<file path="config.mk">
export PLATFORM = sky130hd
export DESIGN_NAME = jtag_tap_responder
export DESIGN_NICKNAME = d
export VERILOG_FILES = /design/src/rtl/jtag_tap_pkg.sv /design/src/rtl/jtag_tck_sync.sv /design/src/rtl/jtag_tap_responder.sv
export SDC_FILE = /design/constraint.sdc
export NUM_CORES = 1
export LEC_CHECK = 0
export BUFFER_PORTS_ARGS = -buffer_cell sky130_fd_sc_hd__buf_4
export CAP_MARGIN = 20
export CORE_MARGIN = 8
export CORE_UTILIZATION = 60
export DETAILED_ROUTE_END_ITERATION = 12
export PLACE_DENSITY_LB_ADDON = 0.1
export SYNTH_ARGS = -nofsm -noshare
export SYNTH_HDL_FRONTEND = slang
export SYNTH_HIERARCHICAL = 1
export SYNTH_SLANG_ARGS = --single-unit
</file>
<file path="constraint.sdc">
create_clock -name CLK -period 4.1 [get_ports CLK]
set_input_delay 0.82 -clock CLK [delete_from_list [all_inputs] [get_ports CLK]]
set_output_delay 0.82 -clock CLK [all_outputs]
set_load 0.02 [all_outputs]
</file>
<file path="src/rtl/jtag_tap_pkg.sv">
// rtl/jtag_tap_pkg.sv - TAP state encodings, instruction opcodes and DR select codes
package jtag_tap_pkg;

  typedef enum logic [3:0] {
    TAP_EXIT2_DR   = 4'h0,
    TAP_EXIT1_DR   = 4'h1,
    TAP_SHIFT_DR   = 4'h2,
    TAP_PAUSE_DR   = 4'h3,
    TAP_SELECT_IR  = 4'h4,
    TAP_UPDATE_DR  = 4'h5,
    TAP_CAPTURE_DR = 4'h6,
    TAP_SELECT_DR  = 4'h7,
    TAP_EXIT2_IR   = 4'h8,
    TAP_EXIT1_IR   = 4'h9,
    TAP_SHIFT_IR   = 4'hA,
    TAP_PAUSE_IR   = 4'hB,
    TAP_RUN_IDLE   = 4'hC,
    TAP_UPDATE_IR  = 4'hD,
    TAP_CAPTURE_IR = 4'hE,
    TAP_RESET      = 4'hF
  } tap_state_e;

  localparam int unsigned OPC_IDCODE = 1;
  localparam int unsigned OPC_USER   = 2;
  // BYPASS is this bit replicated across the full IR width
  localparam logic OPC_BYPASS_BIT = 1'b1;

  typedef enum logic [1:0] {
    SEL_BYPASS,
    SEL_USER,
    SEL_IDCODE
  } dr_sel_e;

endpackage

</file>
<file path="src/rtl/jtag_tck_sync.sv">
// rtl/jtag_tck_sync.sv - CLK-domain synchronizers for TCK/TMS/TDI and TCK edge strobes
module jtag_tck_sync (
  input  logic CLK,
  input  logic RESET,
  input  logic TCK,
  input  logic TMS,
  input  logic TDI,
  output logic tck_rise,
  output logic tck_fall,
  output logic tms_s,
  output logic tdi_s
);

  logic tck_meta_q, tck_meta_d;
  logic tck_sync_q, tck_sync_d;
  logic tck_lvl_q, tck_lvl_d;
  logic tms_meta_q, tms_meta_d;
  logic tms_sync_q, tms_sync_d;
  logic tdi_meta_q, tdi_meta_d;
  logic tdi_sync_q, tdi_sync_d;

  always_comb begin
    tck_meta_d = TCK;
    tck_sync_d = tck_meta_q;
    tms_meta_d = TMS;
    tms_sync_d = tms_meta_q;
    tdi_meta_d = TDI;
    tdi_sync_d = tdi_meta_q;
    // The accepted TCK level only moves once two consecutive samples agree
    tck_lvl_d = tck_lvl_q;
    if (tck_meta_q == tck_sync_q) tck_lvl_d = tck_sync_q;
  end

  always_ff @(posedge CLK) begin
    if (RESET) begin
      tck_meta_q <= 1'b0;
      tck_sync_q <= 1'b0;
      tck_lvl_q  <= 1'b0;
      tms_meta_q <= 1'b0;
      tms_sync_q <= 1'b0;
      tdi_meta_q <= 1'b0;
      tdi_sync_q <= 1'b0;
    end else begin
      tck_meta_q <= tck_meta_d;
      tck_sync_q <= tck_sync_d;
      tck_lvl_q  <= tck_lvl_d;
      tms_meta_q <= tms_meta_d;
      tms_sync_q <= tms_sync_d;
      tdi_meta_q <= tdi_meta_d;
      tdi_sync_q <= tdi_sync_d;
    end
  end

  assign tck_rise = tck_sync_q & tck_meta_q & ~tck_lvl_q;
  assign tck_fall = ~tck_sync_q & ~tck_meta_q & tck_lvl_q;
  assign tms_s    = tms_sync_q;
  assign tdi_s    = tdi_sync_q;

endmodule

</file>
<file path="src/rtl/jtag_tap_responder.sv">
// rtl/jtag_tap_responder.sv - oversampled IEEE 1149.1 TAP with BYPASS/USER DRs
// JTAG_TAP_IDCODE_EN adds the IDCODE register and makes IDCODE the reset instruction.
module jtag_tap_responder
  import jtag_tap_pkg::*;
#(
  parameter int          C_IR_LENGTH = 4,
  parameter int          C_DR_LENGTH = 32,
  parameter logic [31:0] C_IDCODE    = 32'h1000_0093
) (
  input  logic                   CLK,
  input  logic                   RESET,
  input  logic                   TCK,
  input  logic                   TMS,
  input  logic                   TDI,
  output logic                   TDO,
  input  logic [C_DR_LENGTH-1:0] DR_IN,
  output logic [C_DR_LENGTH-1:0] DR_OUT,
  output logic                   DR_UPDATE,
  output logic [3:0]             TAP_STATE
);

  localparam logic [C_IR_LENGTH-1:0] IR_BYPASS  = {C_IR_LENGTH{OPC_BYPASS_BIT}};
  localparam logic [C_IR_LENGTH-1:0] IR_USER    = C_IR_LENGTH'(OPC_USER);
  localparam logic [C_IR_LENGTH-1:0] IR_IDCODE  = C_IR_LENGTH'(OPC_IDCODE);
  localparam logic [C_IR_LENGTH-1:0] IR_CAPTURE = C_IR_LENGTH'(1);
`ifdef JTAG_TAP_IDCODE_EN
  localparam logic [C_IR_LENGTH-1:0] IR_DEFAULT = IR_IDCODE;
`else
  localparam logic [C_IR_LENGTH-1:0] IR_DEFAULT = IR_BYPASS;
`endif

  logic tck_rise, tck_fall, tms_s, tdi_s;

  tap_state_e             state_q, state_d;
  logic [C_IR_LENGTH-1:0] ir_shift_q, ir_shift_d;
  logic [C_IR_LENGTH-1:0] ir_q, ir_d;
  logic                   bypass_q, bypass_d;
  logic [C_DR_LENGTH-1:0] user_q, user_d;
  logic [C_DR_LENGTH-1:0] dr_out_q, dr_out_d;
  logic                   dr_update_q, dr_update_d;
  logic                   tdo_q, tdo_d;
  dr_sel_e                sel;
  logic                   dr_lsb;
`ifdef JTAG_TAP_IDCODE_EN
  logic [31:0]            idc_q, idc_d;
`else
  logic                   unused_cfg;
  assign unused_cfg = ^{C_IDCODE, IR_IDCODE};
`endif

  jtag_tck_sync u_sync (
    .CLK      (CLK),
    .RESET    (RESET),
    .TCK      (TCK),
    .TMS      (TMS),
    .TDI      (TDI),
    .tck_rise (tck_rise),
    .tck_fall (tck_fall),
    .tms_s    (tms_s),
    .tdi_s    (tdi_s)
  );

  always_comb begin
    sel = SEL_BYPASS;
    if (ir_q == IR_BYPASS) sel = SEL_BYPASS;
    else if (ir_q == IR_USER) sel = SEL_USER;
`ifdef JTAG_TAP_IDCODE_EN
    else if (ir_q == IR_IDCODE) sel = SEL_IDCODE;
`endif
  end

  always_comb begin
    dr_lsb = bypass_q;
    if (sel == SEL_USER) dr_lsb = user_q[0];
`ifdef JTAG_TAP_IDCODE_EN
    else if (sel == SEL_IDCODE) dr_lsb = idc_q[0];
`endif
  end

  always_comb begin
    state_d = state_q;
    if (tck_rise) begin
      case (state_q)
        TAP_RESET:      state_d = tms_s ? TAP_RESET     : TAP_RUN_IDLE;
        TAP_RUN_IDLE:   state_d = tms_s ? TAP_SELECT_DR : TAP_RUN_IDLE;
        TAP_SELECT_DR:  state_d = tms_s ? TAP_SELECT_IR : TAP_CAPTURE_DR;
        TAP_CAPTURE_DR: state_d = tms_s ? TAP_EXIT1_DR  : TAP_SHIFT_DR;
        TAP_SHIFT_DR:   state_d = tms_s ? TAP_EXIT1_DR  : TAP_SHIFT_DR;
        TAP_EXIT1_DR:   state_d = tms_s ? TAP_UPDATE_DR : TAP_PAUSE_DR;
        TAP_PAUSE_DR:   state_d = tms_s ? TAP_EXIT2_DR  : TAP_PAUSE_DR;
        TAP_EXIT2_DR:   state_d = tms_s ? TAP_UPDATE_DR : TAP_SHIFT_DR;
        TAP_UPDATE_DR:  state_d = tms_s ? TAP_SELECT_DR : TAP_RUN_IDLE;
        TAP_SELECT_IR:  state_d = tms_s ? TAP_RESET     : TAP_CAPTURE_IR;
        TAP_CAPTURE_IR: state_d = tms_s ? TAP_EXIT1_IR  : TAP_SHIFT_IR;
        TAP_SHIFT_IR:   state_d = tms_s ? TAP_EXIT1_IR  : TAP_SHIFT_IR;
        TAP_EXIT1_IR:   state_d = tms_s ? TAP_UPDATE_IR : TAP_PAUSE_IR;
        TAP_PAUSE_IR:   state_d = tms_s ? TAP_EXIT2_IR  : TAP_PAUSE_IR;
        TAP_EXIT2_IR:   state_d = tms_s ? TAP_UPDATE_IR : TAP_SHIFT_IR;
        TAP_UPDATE_IR:  state_d = tms_s ? TAP_SELECT_DR : TAP_RUN_IDLE;
        default:        state_d = TAP_RESET;
      endcase
    end
  end

  always_comb begin
    ir_shift_d  = ir_shift_q;
    ir_d        = ir_q;
    bypass_d    = bypass_q;
    user_d      = user_q;
    dr_out_d    = dr_out_q;
    dr_update_d = 1'b0;
    tdo_d       = tdo_q;
`ifdef JTAG_TAP_IDCODE_EN
    idc_d       = idc_q;
`endif
    if (state_q == TAP_RESET) ir_d = IR_DEFAULT;
    if (tck_rise) begin
      case (state_q)
        TAP_CAPTURE_IR: ir_shift_d = IR_CAPTURE;
        TAP_SHIFT_IR:   ir_shift_d = {tdi_s, ir_shift_q[C_IR_LENGTH-1:1]};
        TAP_UPDATE_IR:  ir_d = ir_shift_q;
        TAP_CAPTURE_DR: begin
          if (sel == SEL_BYPASS) bypass_d = 1'b0;
          if (sel == SEL_USER) user_d = DR_IN;
`ifdef JTAG_TAP_IDCODE_EN
          if (sel == SEL_IDCODE) idc_d = C_IDCODE;
`endif
        end
        TAP_SHIFT_DR: begin
          if (sel == SEL_BYPASS) bypass_d = tdi_s;
          if (sel == SEL_USER) user_d = {tdi_s, user_q[C_DR_LENGTH-1:1]};
`ifdef JTAG_TAP_IDCODE_EN
          if (sel == SEL_IDCODE) idc_d = {tdi_s, idc_q[31:1]};
`endif
        end
        TAP_UPDATE_DR: begin
          if (sel == SEL_USER) begin
            dr_out_d    = user_q;
            dr_update_d = 1'b1;
          end
        end
        default: ;
      endcase
    end
    if (tck_fall) begin
      tdo_d = 1'b0;
      if (state_q == TAP_SHIFT_IR) tdo_d = ir_shift_q[0];
      else if (state_q == TAP_SHIFT_DR) tdo_d = dr_lsb;
    end
  end

  always_ff @(posedge CLK) begin
    if (RESET) begin
      state_q <= TAP_RESET;
    end else begin
      state_q <= state_d;
    end
  end

  always_ff @(posedge CLK) begin
    if (RESET) begin
      ir_shift_q  <= '0;
      ir_q        <= IR_DEFAULT;
      bypass_q    <= 1'b0;
      user_q      <= '0;
      dr_out_q    <= '0;
      dr_update_q <= 1'b0;
      tdo_q       <= 1'b0;
`ifdef JTAG_TAP_IDCODE_EN
      idc_q       <= '0;
`endif
    end else begin
      ir_shift_q  <= ir_shift_d;
      ir_q        <= ir_d;
      bypass_q    <= bypass_d;
      user_q      <= user_d;
      dr_out_q    <= dr_out_d;
      dr_update_q <= dr_update_d;
      tdo_q       <= tdo_d;
`ifdef JTAG_TAP_IDCODE_EN
      idc_q       <= idc_d;
`endif
    end
  end

  assign TDO       = tdo_q;
  assign DR_OUT    = dr_out_q;
  assign DR_UPDATE = dr_update_q;
  assign TAP_STATE = state_q;

endmodule
</file>
==> results of run 1 <==
[per-stage QoR]
stage | area (µm²) | hold WS (ps) | worst slack, ps
2_1_floorplan | 4041 | 413.8 | 2347
6_report | 4747 | 445.6 | 1446
4_1_cts | 4700 | 448.5 | 1419
3_3_place_gp | 4479 | 416.4 | 1492
5_1_grt | 4747 | 460.4 | 1229
3_5_place_dp | 4479 | 428.3 | 1439
[cells by family after synthesis]
logic type / count (synthesis)
buffers and inverters: 60
flip-flops: 86
AO/OA/AOI/OAI: 160
adder cells (fa/ha/maj): 2
AND/OR/NAND/NOR: 148
multiplexers: 2
[final cells by class]
| cell class | instances | area (µm²) |
|---|---|---|
| fill | 560 | 1897 |
| tap | 80 | 100.1 |
| inverter | 4 | 15.01 |
| sequential | 86 | 1723 |
| clock inverter | 7 | 96.34 |
| clock buffer | 9 | 123.9 |
| multi-input combinational | 312 | 2041 |
| timing repair buffer | 82 | 648.1 |
[worst paths after layout]
kind	from	endpoint	slack, ps	cells after the start
hold reg to reg	u_sync/tms_meta_q$_SDFF_PP0_	u_sync/tms_s$_SDFF_PP0_	450	1
hold / removal	u_sync/tms_meta_q$_SDFF_PP0_	u_sync/tms_s$_SDFF_PP0_	450	1
setup / recovery	u_sync/tck_sync_q$_SDFF_PP0_	user_q[24]$_SDFFE_PP0P_	1450	5
setup reg to reg	u_sync/tck_sync_q$_SDFF_PP0_	user_q[24]$_SDFFE_PP0P_	1450	5
[routing by layer]
metal	routed length [µm]	GRT usage [%]	up-vias
li1	-	-	1782
met1	4468	25.75	1773
met2	5080	35.62	125
met3	688	4.836	15
met4	177	9.113	0
met5	0	0	-
[registers in the layout, summed over array words and instances (netlist names), 4 cells and up]
| register | flops |
|---|---|
| DR_OUT | 32 |
| user_q | 32 |
| TAP_STATE | 4 |
| ir_q | 4 |
| ir_shift_q | 4 |
[cell usage after synthesis, types with 2 or more instances]
library cell,instances,share of area [%]
o21ai_1,2,0.25
nand4_1,32,5.0
buf_6,4,1.1
nor2_1,4,0.37
a21o_1,2,0.37
nand2_1,73,6.8
a21oi_1,72,8.9
inv_1,3,0.28
o21bai_1,6,1.1
and4b_1,2,0.50
a311oi_1,32,6.9
clkbuf_1,21,2.0
buf_2,26,3.2
o31ai_2,25,7.7
or4b_1,2,0.50
buf_1,5,0.46
nor2b_1,9,1.4
dfxtp_1,86,43
nor3_1,6,0.74
nand3b_1,2,0.37
nand2b_1,3,0.46
o31ai_1,7,1.3
a21boi_0,2,0.37
ha_1,2,0.62
a211oi_1,4,0.74
o21ai_0,2,0.25
mux2i_1,2,0.50
[power by group through the flow]
stage	Combinational (W)	Sequential [W]	Clock, W
final	0.0000721	0.000849	0.000655
after global routing	0.0000789	0.000851	0.000693
after CTS	0.0000722	0.000849	0.000667
after detailed placement	0.0000720	0.000868	0
after global placement	0.0000711	0.000868	0
after floorplan	0.0000405	0.000863	0
==> metrics, run 1 <==
status=complete, no violations; Crit-path slowest cell=nor2b_1; RD Place Congestion=0.7767; buffer depth of the longest clock path=2; slowest cell delay on critical path=650 ps; Synth Area in Simple Gates=19.91%; Synth async-reset ratio=0%; Hold Buf Count CTS=0; Nets=534; chip height=98.07 µm; Worst slew margin=42.67%; Crit path max-delay family=simple AND/OR/NAND/NOR gates; Core ar.=0.006644 mm²; Final Skew=15.84 ps; Adder-Cell Fraction of Synth Area=0.6192%; max-slew violation count=0; Die Area=0.009618 mm²; Synth cell types=49; worst slew pin tran=860.0 ps; number of antenna-violating nets in the routed design=0; sequential power share=53.9%; CP cell instances=ha_1 > nor2b_1 > or4bb_1 > nor2_4 > a311oi_1; initial antenna violation count=0; DRT Wirelength=10410 µm; DP Cell Count=562; peak supply drop=0.0001973 V; max_cap viols=0; I/O pin count=75; unrepaired setup endpoints after global routing=false; vias=3695; post-layout util=71.45%; wire length of the first global-routing pass=17310 µm; drt via density=6.371; PD cells=331.9 mW/mm²; Clock Power Share=41.5%; H-tree depth=3; CTS Sinks=86; sequential area share after synthesis=42.60%; Syn Area/Cell=8.824 µm²; type of origin of the critical path=flop; die width=98.07 µm; # DRC=0; mux contribution to synthesized area=0.4954%; Synth Area in XOR/XNOR=0%; effective utilization at floorplan=60.83%; final std cells w/o fill=580; CTS root buf=clkbuf_8; CP max FO=32; EDFF count, synth=0; worst endpoint required time=4290 ps; WS Path Type=reg -> reg; vias in the first global route=3643; Net Sw Frac=22.62%; Seq cells post-synth=86; TNS Setup=0 ps; num rows=30; largest family of logic cells by synthesized area=compound AO/OA/AOI/OAI gates; clock latency on the worst-skew pair=360 ps; crit path DAT=2840 ps; 1st-iter DRT viols=284; Ant. Diodes=0; Period minus WS final=2654 ps; share of cells above drive strength 1=26.20%; Pwr Total=0.001575 W; Top FF cell, synth=dfxtp_1; detailed placer's ending HPWL=6309 µm; postcts setup bufs=0; Overall Global Routing Usage=21.36%; Internal=0.001219 W; wire length per cell=17.95 µm; area grow syn2layout=17.46%; Static Leakage=1.694 nW; Comb pwr share=4.6%; drt first pass iters=4; worst hold path class=reg -> reg; commonest non-fill, non-tap cell in the layout=dfxtp_1; PortBufs=74; mapped cell area=0.004041 mm²; post-synthesis cell count=458; Synth Area in Compound Gates=29.26%; commonest cells after routing, fill and taps aside=dfxtp_1 (85), buf_4 (80), nand2_1 (73), a21oi_1 (72); CTS tree=yes; NetSw=0.0003563 W; total gr overflow=0; total CTS buffers=9; fmax=376.8 MHz; fin crit share=64.74%; critical path capture point type=flop; CP Buf/Inv Count=0; pin count of the biggest net entering global routing=87; Syn. warnings=6; CTS resizes=0; Final setup viols=0; Net Count, Synth=497; clock-pin slew on the worst setup and hold paths=80 ps; final-report hold violation count=0
(Power assumes the default switching activity.)
==> run 2, diff against run 1 <==
Settings changed: CORE_UTILIZATION 60 to 50.
Clock period 4.1 ns to 2.25 ns, I/O delays scaled along.
==> run 2 against run 1 <==
  * Register-to-register slack worse by 1100 ps
  * Sequential power up 81%
  * Combinational power up 97%
  * Global-route usage down 2.0 points
  * Critical path type unchanged
  * Critical endpoint is now DR_OUT[22]$_SDFFE_PP0P_
==> metrics, run 2 (synthesis gave the netlist of run 1 again) <==
status=complete, no violations; WS Path Type=reg -> reg; buffer depth of the longest clock path=2 (unchanged); Worst slew margin=55.64% (+13 points); Core ar.=0.007767 mm² (+17%); unrepaired setup endpoints after global routing=false; CTS Sinks=86 (unchanged); drt first pass iters=4 (unchanged); Final Skew=9.842 ps (-5.999 ps); Static Leakage=1.735 nW (+2.5%); PD cells=593.7 mW/mm² (+79%); vias=3624 (-1.9%); # DRC=0 (unchanged); 1st-iter DRT viols=226 (-20%); Period minus WS final=1925 ps (-728.8 ps); CTS resizes=0 (unchanged); CP max FO=20 (-38%); chip height=105.9 µm (+8.0%); final-report hold violation count=0 (unchanged); clock latency on the worst-skew pair=350 ps (about the same); fin crit share=85.57% (+21 points); num rows=32 (+6.7%); worst hold path class=in -> reg; Final setup viols=0 (unchanged); max_cap viols=0 (unchanged); vias in the first global route=3736 (+2.6%); Ant. Diodes=0 (unchanged); DP Cell Count=596 (+6.0%); wire length per cell=17.24 µm (-4.0%); postcts setup bufs=0 (unchanged); clock-pin slew on the worst setup and hold paths=90 ps (about the same); final std cells w/o fill=612 (+5.5%); pin count of the biggest net entering global routing=67 (-23%); CTS root buf=clkbuf_8; TNS Setup=0 ps (unchanged); Overall Global Routing Usage=19.40% (-2.0 points); Hold Buf Count CTS=0 (unchanged); initial antenna violation count=0 (unchanged); worst slew pin tran=665.4 ps (-194.6 ps); sequential power share=53.2% (-0.7 points); share of cells above drive strength 1=27.45% (+1.3 points); number of antenna-violating nets in the routed design=0 (unchanged); effective utilization at floorplan=52.03% (-8.8 points); I/O pin count=75 (unchanged); Clock Power Share=41.9% (+0.4 points); total CTS buffers=9 (unchanged); Comb pwr share=4.9% (+0.3 points); detailed placer's ending HPWL=6648 µm (+5.4%); commonest cells after routing, fill and taps aside=buf_4 (88), dfxtp_1 (85), nand2_1 (73), a21oi_1 (72); crit path DAT=2130 ps (-710 ps); die width=105.9 µm (+8.0%); PortBufs=74 (unchanged); H-tree depth=3 (unchanged); drt via density=5.922 (-7.0%); wire length of the first global-routing pass=18440 µm (+6.5%); DRT Wirelength=10550 µm (+1.3%); max-slew violation count=0 (unchanged); fmax=519.4 MHz (+38%); worst endpoint required time=2450 ps (-1840 ps); Nets=544 (+1.9%); peak supply drop=0.0004055 V (+110%); CTS tree=yes; Net Sw Frac=22.04% (-0.59 points); total gr overflow=0 (unchanged); Internal=0.002254 W (+85%); area grow syn2layout=20.53%; commonest non-fill, non-tap cell in the layout=buf_4; Die Area=0.01122 mm² (+17%); type of origin of the critical path=flop; critical path capture point type=flop; RD Place Congestion=0.7653 (-1.5%); NetSw=0.0006372 W (+79%)
## run 2: changes by cell type in the layout (fill, tap and decap cells not counted), sizes merged
cell,before,now
clkinv,1,0
buf,82,92
clkbuf,9,11
inv,5,4
## run 2: worst max-delay path: stages (launching register included)
cell and delay, ps:
dfxtp_1 350, or4b_2 780, buf_4 290, o31ai_1 260
a21oi_1 100
## run 2: per-stage QoR
stage	util, %	worst slack (ps)	area (µm²)	hold slack, ps	total power (W)
5_1_grt	62.71	216.8	4871	300.0	0.002995
3_5_place_dp	59.83	329.9	4647	433.8	0.001717
4_1_cts	62.71	323.2	4871	288.3	0.002916
6_report	62.71	324.6	4871	303.8	0.002892
2_1_floorplan	-	496.7	4041	413.8	0.001646
3_3_place_gp	59.83	396.2	4647	417.7	0.001716
## run 2: cell type report
cell class	instances	area, µm²
clock buffers	11	141.4
repair buffers	92	740.7
fillers	704	2897
clock inverters	5	82.58
inverters	4	15.01
multi-input cells	312	2041
well taps	102	127.6
flip-flops and latches	86	1723
## run 2: layer usage
layer  up-vias  global-route usage, %  wire, µm
met5         -                      0         0
met4         0                  5.126        68
met3         7                  5.616       647
met2        86                  31.23      4925
met1      1739                  24.83      4911
li1       1792                      -         -
## run 2: power by group through the flow
stage | Combinational (W) | Sequential [W] | Clock (W)
CTS | 0.000142 | 0.00154 | 0.00123
detailed placement | 0.000142 | 0.00158 | 0
global placement | 0.000141 | 0.00157 | 0
floorplan | 0.0000738 | 0.00157 | 0
global route | 0.000158 | 0.00154 | 0.00130
finish | 0.000142 | 0.00154 | 0.00121
## run 2: worst paths after layout
check | cells after the start | end | slack, ps | start
hold reg to reg | 1 | u_sync/tdi_s$_SDFF_PP0_ | 460 | u_sync/tdi_meta_q$_SDFF_PP0_
setup / recovery | 4 | DR_OUT[22]$_SDFFE_PP0P_ | 320 | ir_q[2]$_SDFF_PP1_
hold / removal | 2 | u_sync/tdi_meta_q$_SDFF_PP0_ | 300 | TDI
setup reg to reg | 4 | DR_OUT[22]$_SDFFE_PP0P_ | 320 | ir_q[2]$_SDFF_PP1_
==> run 3, diff against run 2 <==
Settings changed: CORE_UTILIZATION 50 to 25, SLEW_MARGIN set to 10.
==> run 3 against run 2 <==
  * Maximum frequency shrank 4.7%
  * Sequential share of layout area decreased by 1.3 points
  * Critical path type unchanged
  * Clock-buffer cell count is 1 higher
  * Final cell count up 18%
  * Largest cell class unchanged
==> metrics, run 3 (synthesis gave the netlist of run 1 again) <==
chip height=143.1 µm (+35%); CP cell instances=ha_1 > nor2b_1 > or4bb_1 > nor2_4 > buf_12 > a311oi_1; fmax=494.9 MHz (-4.7%); Hold Buf Count CTS=0 (unchanged); worst endpoint required time=2430 ps (-20 ps); Clock Power Share=46.5% (+4.6 points); DRT Wirelength=12760 µm (+21%); # DRC=0 (unchanged); commonest cells after routing, fill and taps aside=buf_4 (89), dfxtp_1 (85), nand2_1 (73), a21oi_1 (72); worst hold slack=322.7 ps (+18.85 ps); initial antenna violation count=0 (unchanged); crit path launch=u_sync/tck_sync_q$_SDFF_PP0_; effective utilization at floorplan=25.53% (-26 points); NetSw=0.0007016 W (+10%); vias=3630 (+0.17%); num rows=46 (+44%); WS Path Type=reg -> reg; Internal=0.002458 W (+9.0%); Comb pwr share=4.7% (-0.2 points); Final setup viols=0 (unchanged); status=complete, no violations; Net Sw Frac=22.20% (+0.17 points); I/O pin count=75 (unchanged); vias in the first global route=3651 (-2.3%); wire length of the first global-routing pass=20520 µm (+11%); drt first pass iters=4 (unchanged); postcts setup bufs=0 (unchanged); Hold Startpoint=TCK; crit path DAT=2200 ps (+70 ps); Static Leakage=1.764 nW (+1.6%); max-slew violation count=0 (unchanged); PD cells=624.5 mW/mm² (+5.2%); total gr overflow=0 (unchanged); buffer depth of the longest clock path=2 (unchanged); H-tree depth=3 (unchanged); CP max FO=32 (+60%); TNS Setup=0 ps (unchanged); detailed placer's ending HPWL=8203 µm (+23%); Ant. Diodes=0 (unchanged); clock latency on the worst-skew pair=340 ps (about the same); worst slew pin tran=761.2 ps (+95.83 ps); Worst slew margin=49.25% (-6.4 points); Final Skew=9.146 ps (-0.6963 ps); 1st-iter DRT viols=197 (-13%); wire length per cell=17.60 µm (+2.1%); critical path capture point type=flop; commonest non-fill, non-tap cell in the layout=buf_4; CTS Sinks=86 (unchanged); area grow syn2layout=25.20%; pin count of the biggest net entering global routing=70 (+4.5%); Die Area=0.02049 mm² (+83%); worst hold path class=in -> reg; Period minus WS final=2021 ps (+95.09 ps); total CTS buffers=9 (unchanged); clock-pin slew on the worst setup and hold paths=70 ps (-20 ps); type of origin of the critical path=flop; Nets=544 (unchanged); RD Place Congestion=0.7264 (-5.1%); die width=143.1 µm (+35%); final-report hold violation count=0 (unchanged); reg2reg start=u_sync/tck_sync_q$_SDFF_PP0_; unrepaired setup endpoints after global routing=false; max_cap viols=0 (unchanged); fin crit share=89.80% (+4.2 points); Core ar.=0.01583 mm² (+100%); share of cells above drive strength 1=26.92% (-0.54 points); sequential power share=48.8% (-4.4 points); peak supply drop=0.0003173 V (-22%); Pwr Total=0.003160 W (+9.3%); CTS root buf=clkbuf_16; CTS tree=yes; Overall Global Routing Usage=12.60% (-6.8 points); Crit-path slowest cell=or4bb_1; slowest cell delay on critical path=510 ps (-270 ps); CTS resizes=0 (unchanged); number of antenna-violating nets in the routed design=0 (unchanged); PortBufs=74 (unchanged); drt via density=5.007 (-15%)
-- run 3: power by group through the flow --
stage	logic [W]	registers, W	clock network, W
after floorplan	0.0000738	0.00157	0
after global placement	0.000151	0.00158	0
after detailed placement	0.000152	0.00158	0
after CTS	0.000152	0.00154	0.00153
after global routing	0.000164	0.00154	0.00158
final	0.000150	0.00154	0.00147
-- run 3: final cells by class --
type,instances,area [µm²]
Multi-Input combinational cell,312,2041
Tap cell,216,270.3
Fill cell,1670,10770
Inverter,4,15.01
Clock inverter,3,46.29
Sequential cell,86,1723
Timing Repair Buffer,92,728.2
Clock buffer,12,236.5
-- run 3: critical path: cells and delay by family (launching register included) --
family / cells / cell delay [ps]
buffers and inverters: 1 / 200
adders and majority gates: 1 / 140
DFF: 1 / 360
and+or+nand+nor: 3 / 1020
AOI/OAI and AO/OA: 1 / 120
-- run 3: routing by layer --
metal	track usage (%)	part of all wire, %	up-vias
met1	17.11	47	1743
met4	4.642	1.1	0
li1	-	-	1797
met3	3.105	6.1	9
met2	18.78	45	81
met5	0	0	-
-- run 3: path summary, 6_finish.rpt --
| path | end | slack [ps] | depth (start not counted) |
|---|---|---|---|
| worst max-delay path | user_q[7]$_SDFFE_PP0P_ | 230 | 6 |
| worst min-delay path | u_sync/tck_meta_q$_SDFF_PP0_ | 320 | 2 |
| worst max register to register | user_q[7]$_SDFFE_PP0P_ | 230 | 6 |
| worst min register to register | u_sync/tms_s$_SDFF_PP0_ | 440 | 1 |
-- run 3: through the flow --
step	util [%]	cells	worst slack, ps	area, µm²
after floorplan	-	458	496.7	4041
after global placement	30.18	710	310.1	4777
after detailed placement	30.18	710	249.6	4777
after CTS	31.97	725	222.0	5060
after global routing	31.97	725	44.91	5060
final	31.97	725	229.5	5060
